File: src/rtl/xsimbus_responder_if.sv
// Simulation-bus signal bundle between the arbiter (master side) and a
// device responder (slave side).
interface xsimbus_responder_if #(
    parameter int ADDR_W = 8
);
    logic              hold_in;
    logic [4:0]        sel_id_in;
    logic [ADDR_W-1:0] addr_in;
    logic              rw_in;
    logic [7:0]        data_in;
    logic [7:0]        data_out;
    logic              ready_out;
    logic              err_out;
    logic              busy_out;

    modport master (
        output hold_in, sel_id_in, addr_in, rw_in, data_in,
        input  data_out, ready_out, err_out, busy_out
    );

    modport slave (
        input  hold_in, sel_id_in, addr_in, rw_in, data_in,
        output data_out, ready_out, err_out, busy_out
    );
endinterface

File: src/rtl/xsimbus_responder.sv
// Device-side responder for the simulation bus. Claims transactions whose
// selected ID matches DEV_ID, waits WAIT_CYCLES, then services them from an
// internal byte RAM and pulses ready (and err for out-of-range addresses).
module xsimbus_responder #(
    parameter logic [4:0] DEV_ID      = 5'd1,
    parameter int         ADDR_W      = 8,
    parameter int         DEPTH       = 256,
    parameter int         WAIT_CYCLES = 2
) (
    input logic               clk,
    input logic               rst,
    xsimbus_responder_if.slave bus
);

    localparam int IDX_W = (DEPTH > 1) ? $clog2(DEPTH) : 1;
    // One extra bit so DEPTH == 2**ADDR_W is representable; the compare stays
    // unsigned and never wraps.
    localparam logic [ADDR_W:0] DEPTH_L = (ADDR_W + 1)'(DEPTH);
    localparam logic [3:0]      WAIT_L  = 4'(WAIT_CYCLES);

    typedef enum logic [1:0] {
        S_IDLE,
        S_WAIT,
        S_DONE
    } state_t;

    state_t            state;
    logic [3:0]        cnt;
    logic              armed;
    logic [ADDR_W-1:0] addr_q;
    logic              rw_q;
    logic [7:0]        data_q;
    logic [7:0]        data_r;
    logic              ready_r;
    logic              err_r;
    logic              busy_r;
    logic [7:0]        mem [DEPTH];

    logic              deselect;
    logic              req;
    logic              in_range;
    logic [IDX_W-1:0]  idx;

    // A still-held request is not re-accepted until the bus has deselected us.
    assign deselect = !bus.hold_in || (bus.sel_id_in != DEV_ID);
    assign req      = !deselect && armed;
    assign in_range = ({1'b0, addr_q} < DEPTH_L);
    assign idx      = addr_q[IDX_W-1:0];

    assign bus.data_out  = data_r;
    assign bus.ready_out = ready_r;
    assign bus.err_out   = err_r;
    assign bus.busy_out  = busy_r;

    // Request FSM: accept, count wait states, complete with a one-cycle pulse.
    always_ff @(posedge clk) begin
        if (rst) begin
            state   <= S_IDLE;
            cnt     <= 4'd0;
            armed   <= 1'b1;
            data_r  <= 8'h00;
            ready_r <= 1'b0;
            err_r   <= 1'b0;
            busy_r  <= 1'b0;
        end else begin
            ready_r <= 1'b0;
            err_r   <= 1'b0;
            if (deselect) begin
                armed <= 1'b1;
            end
            case (state)
                S_IDLE: begin
                    if (req) begin
                        addr_q <= bus.addr_in;
                        rw_q   <= bus.rw_in;
                        data_q <= bus.data_in;
                        cnt    <= WAIT_L;
                        armed  <= 1'b0;
                        busy_r <= 1'b1;
                        state  <= (WAIT_L != 4'd0) ? S_WAIT : S_DONE;
                    end
                end
                S_WAIT: begin
                    cnt <= cnt - 4'd1;
                    if (cnt == 4'd1) begin
                        state <= S_DONE;
                    end
                end
                S_DONE: begin
                    ready_r <= 1'b1;
                    err_r   <= !in_range;
                    busy_r  <= 1'b0;
                    state   <= S_IDLE;
                    if (!rw_q) begin
                        data_r <= in_range ? mem[idx] : 8'h00;
                    end
                end
                default: begin
                    state <= S_IDLE;
                end
            endcase
        end
    end

    // RAM write at the completing edge; out-of-range writes and reset suppress it.
    always_ff @(posedge clk) begin
        if (!rst && (state == S_DONE) && rw_q && in_range) begin
            mem[idx] <= data_q;
        end
    end

endmodule

File: src/flat_wrapper.sv
// flat-port wrapper written by rule: the top's interface ports become plain ports
module xsimbus_responder_flat 
#(
    parameter logic [4:0] DEV_ID      = 5'd1,
    parameter int         ADDR_W      = 8,
    parameter int         DEPTH       = 256,
    parameter int         WAIT_CYCLES = 2
)
  (clk, rst, bus_hold_in, bus_sel_id_in, bus_addr_in, bus_rw_in, bus_data_in, bus_data_out, bus_ready_out, bus_err_out, bus_busy_out);
  xsimbus_responder_if #(.ADDR_W(ADDR_W)) bus_i ();
  input logic clk;
  input logic rst;
  input wire logic [$bits(bus_i.hold_in)-1:0] bus_hold_in;
  input wire logic [$bits(bus_i.sel_id_in)-1:0] bus_sel_id_in;
  input wire logic [$bits(bus_i.addr_in)-1:0] bus_addr_in;
  input wire logic [$bits(bus_i.rw_in)-1:0] bus_rw_in;
  input wire logic [$bits(bus_i.data_in)-1:0] bus_data_in;
  output wire logic [$bits(bus_i.data_out)-1:0] bus_data_out;
  output wire logic [$bits(bus_i.ready_out)-1:0] bus_ready_out;
  output wire logic [$bits(bus_i.err_out)-1:0] bus_err_out;
  output wire logic [$bits(bus_i.busy_out)-1:0] bus_busy_out;
  assign bus_i.hold_in = bus_hold_in;
  assign bus_i.sel_id_in = bus_sel_id_in;
  assign bus_i.addr_in = bus_addr_in;
  assign bus_i.rw_in = bus_rw_in;
  assign bus_i.data_in = bus_data_in;
  assign bus_data_out = bus_i.data_out;
  assign bus_ready_out = bus_i.ready_out;
  assign bus_err_out = bus_i.err_out;
  assign bus_busy_out = bus_i.busy_out;
  xsimbus_responder #(.DEV_ID(DEV_ID), .ADDR_W(ADDR_W), .DEPTH(DEPTH), .WAIT_CYCLES(WAIT_CYCLES)) u_core (.clk(clk), .rst(rst), .bus(bus_i));
endmodule
File: config.mk
export PLATFORM = sky130hd
export DESIGN_NAME = xsimbus_responder_flat
export DESIGN_NICKNAME = d
export VERILOG_FILES = /design/src/rtl/xsimbus_responder_if.sv /design/src/rtl/xsimbus_responder.sv /design/src/flat_wrapper.sv
export SDC_FILE = /design/constraint.sdc
export NUM_CORES = 2
export LEC_CHECK = 0
export BUFFER_PORTS_ARGS = -buffer_cell sky130_fd_sc_hd__buf_2
export CORE_ASPECT_RATIO = 1.25
export CORE_MARGIN = 2
export CORE_UTILIZATION = 44
export DETAILED_ROUTE_END_ITERATION = 6
export PLACE_DENSITY = 0.58
export SYNTH_ARGS = -nofsm -noshare
export SYNTH_HDL_FRONTEND = slang
export SYNTH_SLANG_ARGS = --single-unit
File: constraint.sdc
create_clock -name clk -period 5 [get_ports clk]
set_input_delay 0.5 -clock clk [delete_from_list [all_inputs] [get_ports clk]]
set_output_delay 0.5 -clock clk [all_outputs]
set_load 0.005 [all_outputs]
# Word-level counts from Yosys, hierarchy flattened
# Memory sizes are Yosys's and may differ from the RTL's. A register that Yosys moved wholly into a read port is not among the register bits.
# Index checks and enable logic that the tools add are counted.
[totals]
memories = 1
out_inout_bits = 11
reg_bits = 26
latch_bits = 0
romBits = 0
ram_bits = 2048
[op_classes]
add_sub_neg = 1
bitwise_logic = 2
n_shift = 0
n_reduce_logical = 15
magnitude_cmp = 0
n_eq_ne = 6
n_mux = 13
n_div = 0
n_mul = 0
[memory_table]
columns = ["memory", "depth", "width", "read_ports", "rd_ports_with_merged_regs", "write_ports", "line", "text"]
rows = [
  ["u_core.mem", 256, 8, 1, 1, 1, "xsimbus_responder.sv:37", "logic [7:0] mem [DEPTH];"],
]
[op_table]
columns = ["op", "n"]
rows = [
  ["4-bit case mux with 2 select lines", 1],
  ["2-bit AND reduction", 4],
  ["1-bit two-way mux", 7],
  ["5-bit by 1-bit inequality test with 1-bit output, second input constant", 1],
  ["4-bit by 1-bit == test with 1-bit output, second input constant", 1],
  ["2-bit two-way mux", 2],
  ["4-bit two-way mux", 1],
  ["2-bit by 1-bit inequality test with 1-bit output, second input constant", 2],
  ["2-bit case mux with 2 select lines", 1],
  ["2-bit nonzero test", 2],
  ["4-bit by 1-bit subtractor with 4-bit output, second input constant", 1],
  ["1-bit logical AND", 3],
  ["1-bit zero test", 3],
  ["3-bit AND reduction", 1],
  ["2-bit by 1-bit == test with 1-bit output, second input constant", 1],
  ["2-bit == test, second input constant", 1],
  ["2-bit zero test", 1],
  ["1-bit inverter", 2],
  ["1-bit case mux with 2 select lines", 1],
  ["1-bit logical OR", 1],
]

# Longest topological paths before layout
[logic_depth]
ltp_word = 6
depth_mapped = 12

# Least setup slack after synthesis
# OpenSTA, ideal clock, no wires.
[synth_timing]
kind = "register to register"
from = "register u_core.data_q[0]"
to = "memory u_core.mem[0][0] (data pin)"
required_ns = 4.183
t_arrival_ns = 3.228
stages_incl_launch_ff = 1
setup_ns = 0.817
setup_slack_ns = 0.954
path_cell_list = "edfxtp_1"
[synth_lines]
columns = ["element", "line", "text"]
rows = [
  ["start, declared", "xsimbus_responder.sv:32", "logic [7:0] data_q;"],
  ["start signal, assigned", "xsimbus_responder.sv:76", "data_q <= bus.data_in;"],
  ["end, declared", "xsimbus_responder.sv:37", ""],
]
# Straight into the memory's write port.

==> flow_summary.yaml <==
run_status:
  status: "finished clean"
cells_and_area:
  mostFrequentLayoutCells: "2065 x edfxtp_1, 488 x mux4_2, 297 x nor2_1"
  design_area_um2: 90700
  multi_input_area_um2: 17300
  drive_above_1_share_pct: 23.6
  layout_commonest_cell: "edfxtp_1"
  seqCellArea_um2: 62300
  nets: 4052
  area_growth_pct: 11.6
  fillers: 14900
synthesis:
  netlist.top_cell.by_area: "edfxtp_1"
  syn-cell-area_um2: 81300
  synth-edff-count: 2065
  yosysUniqueCellTypes: 78
  synth_area_leaders: "edfxtp_1 76%, mux4_2 14%, mux2i_1 1.4%"
  synth-main-ff-cell: "edfxtp_1"
  syn_nets: 3901
  synth_top_area_share_pct: 76.3
  syn_area_per_cell_um2: 21.0
  async_flop_share_pct: 0
  synth_seq_cells: 2082
  seq_area_frac_synth_pct: 76.7
  netlist_instances: 3874
  yosysWarnings: 0
flow_run:
  drv_cap: 0
place:
  dpl_cell_area_um2: 84300
  dpl.hpwl_um: 137000
  place.gp.congestion: 0.897
  io_buffers: 34
floorplanning:
  io_pins: 36
  num_rows: 176
  dieArea_um2: 188000
  die_h_um: 484
  core_um2: 184000
  die-width_um: 388
  initial_core_util_pct: 44.2
cts:
  clock-sinks: 2082
  clk_pin_slew_ps: 70
  cts_max_path_buffers: 3
  clockRootBuffer: "clkbuf_16"
  insertion_delay_ps: 840
  numCtsBuffers: 194
  cts_tree: "done"
  h-tree-depth: 4
routing:
  ant_nets: 0
  drcViolationCount: 0
  via_per_inst: 6.12
  wl_per_cell_um: 33.5
  drt_first_iter_violations: 4636
  routed_wl_um: 220000
  dr.pass1.iters: 6
  vias: 40300
timing:
  post-route-period-util_pct: 78.5
  setup_tns_ps: 0
  finalSetupViolCount: 0
  max_freq_mhz: 255
  rsz0062_at_grt: "false"
  final.setup_skew_ps: 29.8
  relSlewSlack_pct: 17.0
  worst_slew_pin_slew_ps: 1240
  hold_viol: 0
  min_period_ps: 3930
  slew_violations: 0
setup_path:
  required_ps: 5720
  cp_max_fo: 88
  cp-start-kind: "register"
  end_kind: "register"
  worst_ep_arrival_time_ps: 4650
  rrSetupSlack_ps: 1070
  path_class: "register to register"
grt:
  grt_pass1_vias: 40600
  grt_pass1_wl_um: 313000
  grt_start_max_net_pins: 181
  antenna_found_initial: 4
  grt_usage_pct: 23.4
  overflow: 0
power_and_ir_drop:
  p_sw_uw: 6550
  leakage_uw: 0.0280
  cellPowerDensity_nw_per_um2: 372
  p_int_uw: 27200
  peakVddDrop_uv: 285
  pwr-share-seq_pct: 56.1
  clkPwrFrac_pct: 43.5
  power_frac_comb_pct: 0.4
  swShare_pct: 19.4
worst_hold_path:
  hold_class: "input port to register"
## worst paths after layout
check | from | depth (start not counted) | to
worst max-delay path | u_core.addr_q[3] | 7 | u_core.bus.data_out[0]
worst min-delay path | rst | 3 | u_core.bus.data_out[0]
worst max register to register | u_core.addr_q[3] | 7 | u_core.bus.data_out[0]
worst min register to register | u_core.bus.busy_out | 2 | u_core.bus.busy_out
## state kept, by name (all words and copies together) (netlist names)
signal / flops
u_core.addr_q: 8
u_core.armed: 1
u_core.bus.busy_out: 1
u_core.bus.data_out: 8
u_core.bus.ready_out: 1
u_core.cnt: 4
u_core.data_q: 8
u_core.mem: 2048
u_core.rw_q: 1
u_core.state: 2
## cell type report
type / count / share of cell area (%)
inverter: 11 / 0.0524
clock inverter: 118 / 1.23
timing repair buffer: 192 / 1.92
clock buffer: 233 / 5.63
multi-input combinational: 1544 / 19.1
sequential: 2082 / 68.7
antenna: 2 / 0.00552
tap: 2403 / 3.31
## synthesized netlist by cell type, types with 26 or more instances
master       n
clkbuf_1    67
buf_2       65
o21ai_0     29
nor2_1     298
a21oi_1     40
a22oi_1     37
mux2i_1    117
buf_4       48
buf_6       45
nand2_1    187
mux2_2      26
mux4_2     488
nand3_1     42
a32oi_1     31
edfxtp_1  2065
## metrics by stage
step / hold slack [ps] / utilization (%) / total power [µW] / cells / setup slack (ps)
2_1_floorplan: 481 / - / 19400 / 3874 / 954
3_3_place_gp: 491 / 45.9 / 19400 / 6212 / 1180
3_5_place_dp: 494 / 45.9 / 19400 / 6212 / 1200
4_1_cts: 53.5 / 49.4 / 33900 / 6583 / 1170
5_1_grt: 103 / 49.4 / 34500 / 6584 / 1080
6_report: 118 / 49.4 / 33700 / 6585 / 1070
## critical path, cell delays in order (launching register included)
cell and delay (ps):
edfxtp_1 880, buf_12 530, mux4_2 430, mux2i_1 390, o32ai_1 270, nor4_1 780
nand3_1 160, o221a_1 250
## logic make-up (layout without fill, tap and decap cells)
| group | after synthesis | count (layout) | synth area share, % |
|---|---|---|---|
| compound gates | 278 | 278 | 2.46 |
| fa+ha+maj | 2 | 2 | 0.0308 |
| buf+inv | 248 | 554 | 2.01 |
| flops | 2082 | 2082 | 76.7 |
| mux | 635 | 635 | 15.4 |
| other cells | 1 | 3 | 0.00461 |
| simple gates | 628 | 628 | 3.36 |
## power groups by stage
stage / Clock (µW) / Combinational [µW] / Sequential, µW
3_3_place_gp: 0 / 127 / 19300
3_5_place_dp: 0 / 128 / 19300
5_1_grt: 15500 / 147 / 18900
2_1_floorplan: 0 / 63.7 / 19300
4_1_cts: 14900 / 140 / 18900
6_report: 14700 / 140 / 18900
## timing repair
| action | CTS | global route |
|---|---|---|
| hold endpoints to repair | 18 | 0 |
| setup endpoints to repair | 0 | 0 |
| setup buffers | 0 | 0 |
| gates resized for setup | 0 | 0 |
| hold buffers | 20 | 0 |
## metal layers
| layer | vias up | GRT usage, % | routed length (µm) |
|---|---|---|---|
| met4 | 2 | 10.1 | 10200 |
| met1 | 21800 | 32.1 | 88000 |
| li1 | 16400 | - | - |
| met5 | - | 0 | 10 |
| met3 | 394 | 4.27 | 16700 |
| met2 | 1803 | 37.0 | 106000 |
(Power assumes the default switching activity.)
